[src/rtl/muldiv_ctrl_pkg.sv]
// Shared definitions for the HI/LO multiply/divide unit:
// op and state encodings, default widths.
package muldiv_ctrl_pkg;

  localparam int DATA_W = 32;
  localparam int CNT_W  = 5;

  typedef enum logic [2:0] {
    OP_MULT  = 3'd0,
    OP_MULTU = 3'd1,
    OP_DIV   = 3'd2,
    OP_DIVU  = 3'd3,
    OP_MTHI  = 3'd4,
    OP_MTLO  = 3'd5
  } op_e;

  typedef enum logic [1:0] {
    S_IDLE = 2'd0,
    S_MUL  = 2'd1,
    S_DIV  = 2'd2,
    S_DONE = 2'd3
  } state_e;

  function automatic logic op_valid(input logic [2:0] op);
    return op <= 3'd5;
  endfunction

endpackage

[src/rtl/muldiv_ctrl_if.sv]
// Pipeline <-> muldiv request/result bundle.
// master = pipeline side, slave = muldiv_ctrl.
interface muldiv_ctrl_if #(
  parameter int DATA_W = 32
);
  logic              start;
  logic [2:0]        op;
  logic [DATA_W-1:0] src_a;
  logic [DATA_W-1:0] src_b;
  logic              flush;
  logic [DATA_W-1:0] hi_rd_data;
  logic [DATA_W-1:0] lo_rd_data;
  logic              ready;
  logic              stall;
  logic              hilo_we;
  logic [DATA_W-1:0] hi_wdata;
  logic [DATA_W-1:0] lo_wdata;
  logic              done;

  modport master (
    output start, op, src_a, src_b, flush,
    output hi_rd_data, lo_rd_data,
    input  ready, stall, hilo_we,
    input  hi_wdata, lo_wdata, done
  );

  modport slave (
    input  start, op, src_a, src_b, flush,
    input  hi_rd_data, lo_rd_data,
    output ready, stall, hilo_we,
    output hi_wdata, lo_wdata, done
  );
endinterface

[src/rtl/muldiv_ctrl_div_iter.sv]
// Restoring divider on magnitudes, one quotient bit per cycle,
// DATA_W steps after start.
module div_iter #(
  parameter int DATA_W = 32,
  parameter int CNT_W  = 5
) (
  input  logic              clk,
  input  logic              rst,
  input  logic              start,
  input  logic [DATA_W-1:0] dividend,
  input  logic [DATA_W-1:0] divisor,
  output logic              busy,
  output logic [DATA_W-1:0] quotient,
  output logic [DATA_W-1:0] remainder
);
  localparam logic [CNT_W-1:0] LAST = CNT_W'(DATA_W - 1);

  logic [DATA_W-1:0] quo, rem, dvs;
  logic [CNT_W-1:0]  cnt;
  logic [DATA_W:0]   shifted, diff;

  assign shifted = {rem, quo[DATA_W-1]};
  assign diff    = shifted - {1'b0, dvs};

  always_ff @(posedge clk or negedge rst) begin
    if (!rst) begin
      quo  <= '0;
      rem  <= '0;
      dvs  <= '0;
      cnt  <= '0;
      busy <= 1'b0;
    end else if (start) begin
      quo  <= dividend;
      rem  <= '0;
      dvs  <= divisor;
      cnt  <= '0;
      busy <= 1'b1;
    end else if (busy) begin
      // keep the trial difference only if it did not borrow
      if (!diff[DATA_W]) begin
        rem <= diff[DATA_W-1:0];
        quo <= {quo[DATA_W-2:0], 1'b1};
      end else begin
        rem <= shifted[DATA_W-1:0];
        quo <= {quo[DATA_W-2:0], 1'b0};
      end
      cnt <= cnt + 1'b1;
      if (cnt == LAST) busy <= 1'b0;
    end
  end

  assign quotient  = quo;
  assign remainder = rem;
endmodule

[src/rtl/muldiv_ctrl.sv]
// HI/LO multiply/divide sequencer. Define MULDIV_FAST_MUL_EN
// for a single-cycle MULT/MULTU; default is shift-add.
module muldiv_ctrl #(
  parameter int DATA_W = muldiv_ctrl_pkg::DATA_W,
  parameter int CNT_W  = muldiv_ctrl_pkg::CNT_W
) (
  input  logic           clk,
  input  logic           rst,
  muldiv_ctrl_if.slave   bus
);
  import muldiv_ctrl_pkg::*;

  localparam int W = DATA_W;
  localparam logic [CNT_W-1:0] LAST = CNT_W'(W - 1);

  state_e state, state_nx;
  logic [CNT_W-1:0] cnt;
  logic [2*W-1:0]   prod, prod_step, mul_res;
  logic [W:0]       add_hi;
  logic [W-1:0]     mcand, res_hi, res_lo;
  logic             neg_q, neg_r, use_div;

  logic is_signed, is_mul, is_div, b_zero;
  logic a_neg, b_neg, accept, div_start;
  logic [W-1:0] a_mag, b_mag;
  logic         div_busy;
  logic [W-1:0] div_q, div_r, q_fix, r_fix;

  assign is_signed = bus.op == OP_MULT || bus.op == OP_DIV;
  assign is_mul    = bus.op == OP_MULT || bus.op == OP_MULTU;
  assign is_div    = bus.op == OP_DIV  || bus.op == OP_DIVU;
  assign b_zero    = bus.src_b == '0;
  assign a_neg     = is_signed & bus.src_a[W-1];
  assign b_neg     = is_signed & bus.src_b[W-1];
  assign a_mag     = a_neg ? -bus.src_a : bus.src_a;
  assign b_mag     = b_neg ? -bus.src_b : bus.src_b;

  assign accept = state == S_IDLE && bus.start &&
                  !bus.flush && op_valid(bus.op);
  assign div_start = accept && is_div && !b_zero;

`ifdef MULDIV_FAST_MUL_EN
  logic [2*W-1:0] fast_prod, fast_res;
  assign fast_prod = {{W{1'b0}}, a_mag} * {{W{1'b0}}, b_mag};
  assign fast_res  = (a_neg ^ b_neg) ? -fast_prod : fast_prod;
`endif

  // shift-add: multiplier sits in the low half and drains out
  assign add_hi    = {1'b0, prod[2*W-1:W]} +
                     (prod[0] ? {1'b0, mcand} : '0);
  assign prod_step = {add_hi, prod[W-1:1]};
  assign mul_res   = neg_q ? -prod_step : prod_step;

  always_ff @(posedge clk or negedge rst) begin
    if (!rst) state <= S_IDLE;
    else      state <= state_nx;
  end

  always_comb begin
    state_nx = state;
    unique case (state)
      S_IDLE: begin
        if (accept) begin
          if (is_mul) begin
`ifdef MULDIV_FAST_MUL_EN
            state_nx = S_DONE;
`else
            state_nx = S_MUL;
`endif
          end else if (is_div && !b_zero) begin
            state_nx = S_DIV;
          end else begin
            state_nx = S_DONE;
          end
        end
      end
      S_MUL, S_DIV: begin
        if (bus.flush)          state_nx = S_IDLE;
        else if (cnt == LAST)   state_nx = S_DONE;
      end
      S_DONE:  state_nx = S_IDLE;
      default: state_nx = S_IDLE;
    endcase
  end

  always_ff @(posedge clk or negedge rst) begin
    if (!rst) begin
      cnt     <= '0;
      prod    <= '0;
      mcand   <= '0;
      neg_q   <= 1'b0;
      neg_r   <= 1'b0;
      use_div <= 1'b0;
      res_hi  <= '0;
      res_lo  <= '0;
    end else if (accept) begin
      cnt     <= '0;
      neg_q   <= a_neg ^ b_neg;
      neg_r   <= a_neg;
      mcand   <= a_mag;
      prod    <= {{W{1'b0}}, b_mag};
      use_div <= is_div && !b_zero;
      unique case (1'b1)
        is_mul: begin
`ifdef MULDIV_FAST_MUL_EN
          {res_hi, res_lo} <= fast_res;
`endif
        end
        is_div: begin
          if (b_zero) begin
            res_hi <= bus.src_a;
            res_lo <= '1;
          end
        end
        bus.op == OP_MTHI: begin
          res_hi <= bus.src_a;
          res_lo <= bus.lo_rd_data;
        end
        bus.op == OP_MTLO: begin
          res_hi <= bus.hi_rd_data;
          res_lo <= bus.src_a;
        end
        default: ;
      endcase
    end else if (state == S_MUL || state == S_DIV) begin
      cnt <= (bus.flush || cnt == LAST) ? '0 : cnt + 1'b1;
      if (state == S_MUL && !bus.flush) begin
        prod <= prod_step;
        if (cnt == LAST) {res_hi, res_lo} <= mul_res;
      end
    end
  end

  div_iter #(
    .DATA_W (W),
    .CNT_W  (CNT_W)
  ) u_div (
    .clk       (clk),
    .rst       (rst),
    .start     (div_start),
    .dividend  (a_mag),
    .divisor   (b_mag),
    .busy      (div_busy),
    .quotient  (div_q),
    .remainder (div_r)
  );

  assign q_fix = neg_q ? -div_q : div_q;
  assign r_fix = neg_r ? -div_r : div_r;

  assign bus.ready    = state == S_IDLE;
  assign bus.done     = state == S_DONE;
  assign bus.hilo_we  = state == S_DONE;
  assign bus.stall    = accept || state == S_MUL ||
                        state == S_DIV;
  assign bus.hi_wdata = use_div ? r_fix : res_hi;
  assign bus.lo_wdata = use_div ? q_fix : res_lo;

  logic unused;
  assign unused = div_busy;
endmodule

[src/flat_wrapper.sv]
// flat-port wrapper written by rule: the top's interface ports become plain ports
module muldiv_ctrl_flat import muldiv_ctrl_pkg::*;
#(
  parameter int DATA_W = muldiv_ctrl_pkg::DATA_W,
  parameter int CNT_W  = muldiv_ctrl_pkg::CNT_W
)
  (clk, rst, bus_start, bus_op, bus_src_a, bus_src_b, bus_flush, bus_hi_rd_data, bus_lo_rd_data, bus_ready, bus_stall, bus_hilo_we, bus_hi_wdata, bus_lo_wdata, bus_done);
  muldiv_ctrl_if #(.DATA_W(DATA_W)) bus_i ();
  input  logic clk;
  input  logic rst;
  input wire logic [$bits(bus_i.start)-1:0] bus_start;
  input wire logic [$bits(bus_i.op)-1:0] bus_op;
  input wire logic [$bits(bus_i.src_a)-1:0] bus_src_a;
  input wire logic [$bits(bus_i.src_b)-1:0] bus_src_b;
  input wire logic [$bits(bus_i.flush)-1:0] bus_flush;
  input wire logic [$bits(bus_i.hi_rd_data)-1:0] bus_hi_rd_data;
  input wire logic [$bits(bus_i.lo_rd_data)-1:0] bus_lo_rd_data;
  output wire logic [$bits(bus_i.ready)-1:0] bus_ready;
  output wire logic [$bits(bus_i.stall)-1:0] bus_stall;
  output wire logic [$bits(bus_i.hilo_we)-1:0] bus_hilo_we;
  output wire logic [$bits(bus_i.hi_wdata)-1:0] bus_hi_wdata;
  output wire logic [$bits(bus_i.lo_wdata)-1:0] bus_lo_wdata;
  output wire logic [$bits(bus_i.done)-1:0] bus_done;
  assign bus_i.start = bus_start;
  assign bus_i.op = bus_op;
  assign bus_i.src_a = bus_src_a;
  assign bus_i.src_b = bus_src_b;
  assign bus_i.flush = bus_flush;
  assign bus_i.hi_rd_data = bus_hi_rd_data;
  assign bus_i.lo_rd_data = bus_lo_rd_data;
  assign bus_ready = bus_i.ready;
  assign bus_stall = bus_i.stall;
  assign bus_hilo_we = bus_i.hilo_we;
  assign bus_hi_wdata = bus_i.hi_wdata;
  assign bus_lo_wdata = bus_i.lo_wdata;
  assign bus_done = bus_i.done;
  muldiv_ctrl #(.DATA_W(DATA_W), .CNT_W(CNT_W)) u_core (.clk(clk), .rst(rst), .bus(bus_i));
endmodule
[config.mk]
export PLATFORM = sky130hd
export DESIGN_NAME = muldiv_ctrl_flat
export DESIGN_NICKNAME = d
export VERILOG_FILES = /design/src/rtl/muldiv_ctrl_pkg.sv /design/src/rtl/muldiv_ctrl_if.sv /design/src/rtl/muldiv_ctrl_div_iter.sv /design/src/rtl/muldiv_ctrl.sv /design/src/flat_wrapper.sv
export SDC_FILE = /design/constraint.sdc
export NUM_CORES = 1
export LEC_CHECK = 0
export ABC_AREA = 1
export ABC_CLOCK_PERIOD_IN_PS = 3600
export BUFFER_PORTS_ARGS = -buffer_cell sky130_fd_sc_hd__buf_4
export CORE_MARGIN = 2
export CORE_UTILIZATION = 55
export CTS_CLUSTER_DIAMETER = 40
export DETAILED_ROUTE_END_ITERATION = 8
export GPL_TIMING_DRIVEN = 0
export MAX_ROUTING_LAYER = met4
export PLACE_DENSITY_LB_ADDON = 0.3
export SETUP_SLACK_MARGIN = 0.2
export SYNTH_ARGS = -nofsm -noshare
export SYNTH_HDL_FRONTEND = slang
export SYNTH_HIERARCHICAL = 1
export SYNTH_SLANG_ARGS = --single-unit
[constraint.sdc]
create_clock -name clk -period 3.6 [get_ports clk]
set_input_delay 0.18 -clock clk [delete_from_list [all_inputs] [get_ports clk]]
set_output_delay 0.18 -clock clk [all_outputs]
set_load 0.01 [all_outputs]
==> results of run 1 <==
## cells in the mapped netlist (7+ instances only)
| master | count | share of area |
|---|---|---|
| sky130_fd_sc_hd__nor2_2 | 17 | 0.0046 |
| sky130_fd_sc_hd__nand4_1 | 36 | 0.0098 |
| sky130_fd_sc_hd__xor2_1 | 94 | 0.036 |
| sky130_fd_sc_hd__nand2_2 | 46 | 0.013 |
| sky130_fd_sc_hd__ha_1 | 77 | 0.042 |
| sky130_fd_sc_hd__nand3b_1 | 10 | 0.0033 |
| sky130_fd_sc_hd__nor4_1 | 8 | 0.0022 |
| sky130_fd_sc_hd__xnor2_1 | 43 | 0.016 |
| sky130_fd_sc_hd__o221ai_1 | 64 | 0.024 |
| sky130_fd_sc_hd__buf_2 | 10 | 0.0022 |
| sky130_fd_sc_hd__o22ai_1 | 8 | 0.0022 |
| sky130_fd_sc_hd__inv_2 | 11 | 0.0018 |
| sky130_fd_sc_hd__a21oi_1 | 120 | 0.026 |
| sky130_fd_sc_hd__clkbuf_1 | 97 | 0.016 |
| sky130_fd_sc_hd__nand2_1 | 1178 | 0.19 |
| sky130_fd_sc_hd__o31ai_1 | 9 | 0.0030 |
| sky130_fd_sc_hd__a41oi_1 | 8 | 0.0031 |
| sky130_fd_sc_hd__or2_2 | 7 | 0.0019 |
| sky130_fd_sc_hd__dfrtp_1 | 272 | 0.30 |
| sky130_fd_sc_hd__o21ai_0 | 263 | 0.058 |
| sky130_fd_sc_hd__nor3_2 | 10 | 0.0044 |
| sky130_fd_sc_hd__o211ai_1 | 15 | 0.0049 |
| sky130_fd_sc_hd__buf_1 | 14 | 0.0023 |
| sky130_fd_sc_hd__nand3_1 | 195 | 0.043 |
| sky130_fd_sc_hd__nor2_1 | 327 | 0.054 |
| sky130_fd_sc_hd__a31oi_1 | 32 | 0.0087 |
| sky130_fd_sc_hd__nand3_2 | 8 | 0.0035 |
| sky130_fd_sc_hd__nor3_1 | 36 | 0.0079 |
| sky130_fd_sc_hd__inv_1 | 495 | 0.081 |
## layout make-up
class                           count  area, sq um
Inverter                          512         1920
Timing Repair Buffer              272         2210
Clock buffer                       58         1360
Tap cell                          532          666
Multi-Input combinational cell   2684        14100
Buffer                            129          614
Antenna cell                        2         5.00
Sequential cell                   272         6810
Fill cell                        3674        12900
Clock inverter                     31          359
## routing by layer
metal  track usage  up-vias  part of all wire
li1              -    12200                 -
met1         0.595    12400              0.38
met2         0.660     1955              0.41
met3         0.105      456              0.13
met4         0.288        0             0.080
met5             -        -                 0
## how the worst max path moves through the flow
stage / from / endpoint
floorplan: u_core/prod[0] / u_core/res_hi[24]
global placement: bus_src_b[0] / u_core/u_div/remainder[30]
detailed placement: bus_src_b[0] / u_core/u_div/remainder[28]
CTS: u_core/state[0] / bus_stall
global route: u_core/prod[0] / u_core/res_hi[24]
finish: bus_src_b[11] / u_core/u_div/remainder[21]
## cell families after synthesis
| logic type | Yosys count |
|---|---|
| DFF | 272 |
| buffers and inverters | 641 |
| xor gates and xnor gates | 141 |
| and+or+nand+nor | 1904 |
| adders and majority gates | 79 |
| AOI/OAI and AO/OA | 560 |
## power breakdown
part	switching (mW)	total [mW]	internal, mW
clock network	1.78	4.87	3.10
registers	1.55	6.04	4.49
logic	11.9	18.1	6.18
total	15.2	29.0	13.8
## state kept, by name, indices dropped and copies added (netlist names), 2 cells and up
register and cells:
u_core/mcand 32, u_core/res_lo 32, u_core/cnt 5, u_core/u_div/quotient 32, u_core/state 2, u_core/u_div/cnt 5, u_core/res_hi 32, u_core/prod 64
u_core/u_div/dvs 32, u_core/u_div/remainder 32
## stage by stage
stage               utilization  total power [mW]  hold slack (ns)  std cells
floorplan                     -              16.5           -0.116       3597
global placement          0.613              22.2            0.435       4331
detailed placement        0.614              22.4            0.189       4334
CTS                       0.671              27.5         0.000268       4470
global route              0.685              30.6           0.0281       4492
finish                    0.685              29.0           0.0107       4492
## timing repair
action | 4_1_cts | 5_1_grt
hold buffers | 45 | 0
setup endpoints to repair | 200 | 115
buffers inserted | 2 | 20
pin swaps | 3 | 31
endpoints found under the hold margin | 123 | 0
gates resized for setup | 41 | 134
## worst reg2reg max path, cell delays in order (launching register included)
cell	delay, ns
sky130_fd_sc_hd__dfrtp_1	0.36
sky130_fd_sc_hd__buf_4	0.18
sky130_fd_sc_hd__clkbuf_8	0.18
sky130_fd_sc_hd__nand2_1	0.07
sky130_fd_sc_hd__inv_1	0.06
sky130_fd_sc_hd__ha_4	0.18
sky130_fd_sc_hd__fa_2	0.44
sky130_fd_sc_hd__nand3_2	0.14
sky130_fd_sc_hd__nand3_4	0.10
sky130_fd_sc_hd__nand2_1	0.11
sky130_fd_sc_hd__nand2_2	0.12
sky130_fd_sc_hd__nor2_4	0.14
sky130_fd_sc_hd__nand3_1	0.15
sky130_fd_sc_hd__nor2_4	0.19
sky130_fd_sc_hd__nand2_2	0.12
sky130_fd_sc_hd__nor2_4	0.12
sky130_fd_sc_hd__nand2_1	0.09
sky130_fd_sc_hd__nand2_1	0.15
sky130_fd_sc_hd__nand2_1	0.08
sky130_fd_sc_hd__nand3_1	0.07
sky130_fd_sc_hd__nand3_1	0.11
sky130_fd_sc_hd__a21oi_1	0.19
==> results.ini, run 1 <==
[place]
placement.setup.worst_slack_ns=-0.991
port-buffer-count=202
place.detailed.hpwl_mm=78.6
postPlaceCellArea_sq_mm=0.0251
routabilityCongestion=1.12

[power_and_ir_drop]
total_leakage_power_nw=14.5
power.density_mw_per_mm2=1030
vdd_ir_drop_max_v=0.000551

[synth]
ys_seq_elements=272
synth-adder-area-share=0.0438
async_flop_share=1.00
synth_compound_area_frac=0.145
yosys.cell_types.count=61
synth_top_flop_cell=sky130_fd_sc_hd__dfrtp_1
synth_area_per_cell_sq_um=6.36
ys_warn_count=6
postSynthCellCount=3597
syn_nets=3811
yosysSeqAreaShare=0.297
synth.mux.area_fraction=0
synth_top_family_by_area=simple AND/OR/NAND/NOR gates
syn-cell-area_sq_mm=0.0229
synth_enable_flop_cells=0
synth_simple_gate_area_share=0.350
synth_xor_xnor_area_share=0.0553

[timing]
rsz_0062_raised_after_global_routing=true
max-slew-margin-rel=0.303
finalCritPeriodShare=0.965
timing_max_transition_violations_final=0
actual_slew_at_the_worst_max_slew_pin_ns=1.03
largest_clock_skew_in_the_final_design_ns=0.0268
final.setup.worst_slack_ns=0.126
final-setup-viol-count=0
timing_hold_violations_final=0
period_minus_slack_ns=3.47
fin_setup_tns_ns=0
fmax_ghz=0.288

[worst_setup_path]
crit-reg2reg-launch=u_core/prod[0]
regToRegEndpoint=u_core/res_hi[24]
critPathCaptureType=flip-flop
cp.depth=13
rr_worst_depth=21
path_class=input pin to flip-flop
critPathLaunchType=input pin
timing.critical_path.fanout_max=10
worst-path-buf-inv=5
crit_path_top_delay_cell=sky130_fd_sc_hd__nor4_2
timing.reg2reg.setup_slack_ns=0.14
crit_required_ns=4.11
timing.critical_path.max_delay_family=simple AND/OR/NAND/NOR gates
timing.critical_path.slowest_cell_delay_ns=0.69
critical_path.cell_chain=dlygate4sd3_1 > buf_4 > nor2_1 > nand2_1 > nor4_2 > nor2_1 > inv_1 > nor2_1 > clkbuf_2 > nor2_2 > clkbuf_1 > nand3_1 > nand2_1
cp_common_cell=sky130_fd_sc_hd__nor2_1
worstPathArrival_ns=3.98

[die]
io-pin-count=203
initial_core_util=0.559
floorplan.die.width_um=208
die_area_sq_mm=0.0433
die_height_um=208
design.core.area_sq_mm=0.0409
floorplan.rows=74

[route]
wl_per_cell_um=22.6
first_iter_violations=4306
postRouteAntennaNets=0
vias=26900
drt_pre_antenna_iters=8
avgViaCountPerCell=6.00
route.detailed.drc=0
postRouteWirelength_mm=101

[global_routing]
grt_start_max_net_pins=119
antenna_found_initial=2
grt_usage=0.463
grt_first_pass_wirelength_mm=146
aggregate_global_routing_overflow=0
number_of_global_route_vias_before_repair=24500

[clock_network]
cts_buffer_count=49
cts_buffer_depth=3
clock_tree.root_cell=sky130_fd_sc_hd__clkbuf_16
worst_skew_pair.late_latency_ns=0.59
numClockSinks=272
cts.clk_slew.worst_paths_ns=0.05
htree_levels=2
cts_tree=built

[layout]
flow.area_growth_from_synthesis_pct=22.5
post_route_cells_drive_above_1_share=0.147
nets=4134
final_design_area_no_fill_sq_mm=0.0280
layout_common_cells=sky130_fd_sc_hd__nand2_1, sky130_fd_sc_hd__inv_1, sky130_fd_sc_hd__nor2_1
final_common_cell=sky130_fd_sc_hd__nand2_1

[run_status]
outcome=finished, final reports clean

[job]
maxCapViolations=0

[min_path]
holdCritPathClass=input pin to flip-flop
worst_min_delay_path_endpoint=u_core/res_lo[6]
worst_hold_path_cells=3
worstHoldStart=bus_lo_rd_data[6]

No activity file was read; power rests on OpenSTA's default activity.
==> run 2, diff against run 1 <==
--- a/config.mk
+++ b/config.mk
@@ -6,9 +6,8 @@
 export NUM_CORES = 1
 export LEC_CHECK = 0
 export ABC_AREA = 1
-export ABC_CLOCK_PERIOD_IN_PS = 3600
 export BUFFER_PORTS_ARGS = -buffer_cell sky130_fd_sc_hd__buf_4
-export CORE_MARGIN = 2
+export CORE_MARGIN = 3
 export CORE_UTILIZATION = 55
 export CTS_CLUSTER_DIAMETER = 40
 export DETAILED_ROUTE_END_ITERATION = 8
==> run 2 against run 1 <==
Die area up 1.9%. Register-to-register slack improved by 0.08 ns. Total power fell by 1.7%. Utilization down 0.52 points. Flip-flop and latch count unchanged. Combinational power is essentially flat. Via count shrank 0.85%. Clock skew increased by 0.00091 ns. Clock-buffer cell count fell by 2. Cell count barely moved. Critical path type is now flip-flop to output pin. Critical endpoint is now bus_lo_wdata[2]. Largest power group unchanged.
==> results.ini, run 2 (synthesized netlist as in run 1, its figures left out) <==
[worst_setup_path]
timing.critical_path.fanout_max=10  ; unchanged
critPathLaunchType=flip-flop  ; was input pin
crit_required_ns=3.42  ; was 4.11 ns
timing.reg2reg.setup_slack_ns=0.22  ; was 0.14 ns
worstPathArrival_ns=3.25  ; was 3.98 ns
rr_worst_depth=8  ; was 21
regToRegEndpoint=u_core/res_lo[18]  ; was u_core/res_hi[24]
path_class=flip-flop to output pin  ; was input pin to flip-flop
setup.worst_path.end=bus_lo_wdata[2]  ; was u_core/u_div/remainder[21]
critPathCaptureType=output pin  ; was flip-flop
crit-reg2reg-launch=u_core/state[1]  ; was u_core/prod[0]
timing.critical_path.from=u_core/use_div  ; was bus_src_b[11]

[job]
maxCapViolations=0  ; unchanged

[timing]
largest_clock_skew_in_the_final_design_ns=0.0277  ; was 0.0268 ns
timing_hold_violations_final=0  ; unchanged
max-slew-margin-rel=0.104  ; was 0.303
period_minus_slack_ns=3.43  ; was 3.47 ns
actual_slew_at_the_worst_max_slew_pin_ns=1.34  ; was 1.03 ns
timing_max_transition_violations_final=0  ; unchanged
fmax_ghz=0.291  ; was 0.288 GHz
hold-worst-slack_ns=0.0165  ; was 0.0107 ns
finalCritPeriodShare=0.954  ; was 0.965
final-setup-viol-count=0  ; unchanged
fin_setup_tns_ns=0  ; unchanged
rsz_0062_raised_after_global_routing=true  ; unchanged

[power_and_ir_drop]
power.density_mw_per_mm2=1020  ; was 1030 mW/mm^2
power.share.switching=0.532  ; was 0.525
portion_of_total_power_attributed_to_combinational_logic=0.628  ; was 0.624
p_switching_mw=15.1  ; was 15.2 mW
internal_power_mw=13.3  ; was 13.8 mW
share_seq_of_total_power=0.212  ; was 0.208
vdd_ir_drop_max_v=0.000565  ; was 0.000551 V
share_clk_of_total_power=0.160  ; was 0.168
total_leakage_power_nw=14.4  ; was 14.5 nW

[route]
avgViaCountPerCell=5.95  ; was 6.00
wl_per_cell_um=22.4  ; was 22.6 um
first_iter_violations=3932  ; was 4306
drt_pre_antenna_iters=6  ; was 8
postRouteAntennaNets=0  ; unchanged
vias=26700  ; was 26900
route.detailed.drc=0  ; unchanged
postRouteWirelength_mm=100  ; was 101 mm

[layout]
multi_input_area_sq_mm=0.0140  ; was 0.0141 sq mm
post_route_cells_drive_above_1_share=0.141  ; was 0.147
final_common_cell=sky130_fd_sc_hd__nand2_1  ; unchanged
nets=4131  ; was 4134
seq_area_sq_mm=0.00681  ; about the same
max_ffs_per_register=64  ; unchanged
top_register_by_number_of_flip_flops=u_core/prod  ; unchanged
layout_common_cells=sky130_fd_sc_hd__nand2_1, sky130_fd_sc_hd__inv_1, sky130_fd_sc_hd__nor2_1  ; unchanged
flow.area_growth_from_synthesis_pct=21.8  ; was 22.5%
fillerInstances=3711  ; was 3674
layoutNonFillerInstCount=4490  ; was 4492

[min_path]
holdCritPathClass=input pin to flip-flop  ; unchanged

[global_routing]
grt_start_max_net_pins=100  ; was 119
aggregate_global_routing_overflow=0  ; unchanged
grt_first_pass_wirelength_mm=147  ; was 146 mm
number_of_global_route_vias_before_repair=24800  ; was 24500
antenna_found_initial=1  ; was 2
grt_usage=0.456  ; was 0.463

[die]
initial_core_util=0.558  ; was 0.559
die_height_um=210  ; was 208 um
die_area_sq_mm=0.0441  ; was 0.0433 sq mm
io-pin-count=203  ; unchanged
design.core.area_sq_mm=0.0410  ; was 0.0409 sq mm
floorplan.die.width_um=210  ; was 208 um
floorplan.rows=74  ; unchanged

[place]
dp.cells=4333  ; was 4334
port-buffer-count=202  ; unchanged
routabilityCongestion=1.12  ; about the same
place.detailed.hpwl_mm=78.7  ; was 78.6 mm

[clock_network]
htree_levels=2  ; unchanged
clock_tree.root_cell=sky130_fd_sc_hd__clkbuf_16  ; unchanged
cts_buffer_count=48  ; was 49
cts_tree=built  ; unchanged
numClockSinks=272  ; unchanged
worst_skew_pair.late_latency_ns=0.61  ; was 0.59 ns
cts_buffer_depth=3  ; unchanged
cts.clk_slew.worst_paths_ns=0.05  ; about the same

[run_status]
outcome=finished, final reports clean  ; unchanged

run 2: worst max-delay path, stage by stage (launching register included):
cell                       delay [ns]
sky130_fd_sc_hd__dfrtp_1         0.53
sky130_fd_sc_hd__inv_1           0.43
sky130_fd_sc_hd__clkbuf_1        0.53
sky130_fd_sc_hd__clkbuf_1        0.49
sky130_fd_sc_hd__nand2_1         0.24
sky130_fd_sc_hd__o21ai_0         0.24
sky130_fd_sc_hd__buf_4           0.20
run 2: layout make-up:
type | count | area share
clock buffers | 56 | 0.0452
clock inverters | 34 | 0.0130
well taps | 532 | 0.0239
diodes | 1 | 0.0000897
multi-input cells | 2684 | 0.503
inverters | 512 | 0.0690
plain buffers | 129 | 0.0219
flip-flops and latches | 272 | 0.244
repair buffers | 270 | 0.0793
run 2: power by group through the flow:
stage | combinational (mW) | sequential [mW] | clock, mW
6_report | 17.9 | 6.04 | 4.55
5_1_grt | 19.4 | 6.12 | 4.72
4_1_cts | 16.7 | 5.91 | 4.57
3_5_place_dp | 16.4 | 5.93 | 0
3_3_place_gp | 16.3 | 5.91 | 0
2_1_floorplan | 11.2 | 5.35 | 0
run 2: repair_timing:
action | 4_1_cts | 5_1_grt
hold buffers | 50 | 0
setup endpoints to repair | 164 | 80
hold endpoints to repair | 141 | 0
setup buffers | 0 | 16
pin swaps | 4 | 30
gates resized for setup | 39 | 130
run 2: worst min path at each step:
stage                       start                   to  slack [ns]  cells after the start
2_1_floorplan                 rst        u_core/cnt[0]       -0.12                      0
3_3_place_gp         bus_src_b[0]  u_core/u_div/dvs[0]        0.43                      3
3_5_place_dp                  rst      u_core/state[0]        0.24                      1
4_1_cts        bus_lo_rd_data[27]    u_core/res_lo[27]       0.002                      3
5_1_grt        bus_hi_rd_data[16]    u_core/res_hi[16]        0.01                      3
6_report       bus_lo_rd_data[27]    u_core/res_lo[27]        0.02                      3
run 2: routing by layer:
| layer | GRT usage | routed length [um] | vias to the layer above |
|---|---|---|---|
| li1 | - | - | 12200 |
| met1 | 0.583 | 38600 | 12300 |
| met2 | 0.642 | 41400 | 1778 |
| met3 | 0.131 | 12700 | 436 |
| met4 | 0.272 | 7760 | 0 |
| met5 | - | 0 | - |
run 2: through the flow:
step,instance area (sq um),worst slack (ns),power (mW),utilization
final,27900,0.167,28.5,0.680
after global placement,25100,-0.974,22.2,0.611
after global routing,27900,0.104,30.3,0.680
after detailed placement,25100,-1.00,22.4,0.613
after floorplan,22900,0.720,16.5,-
after CTS,27400,0.201,27.2,0.667
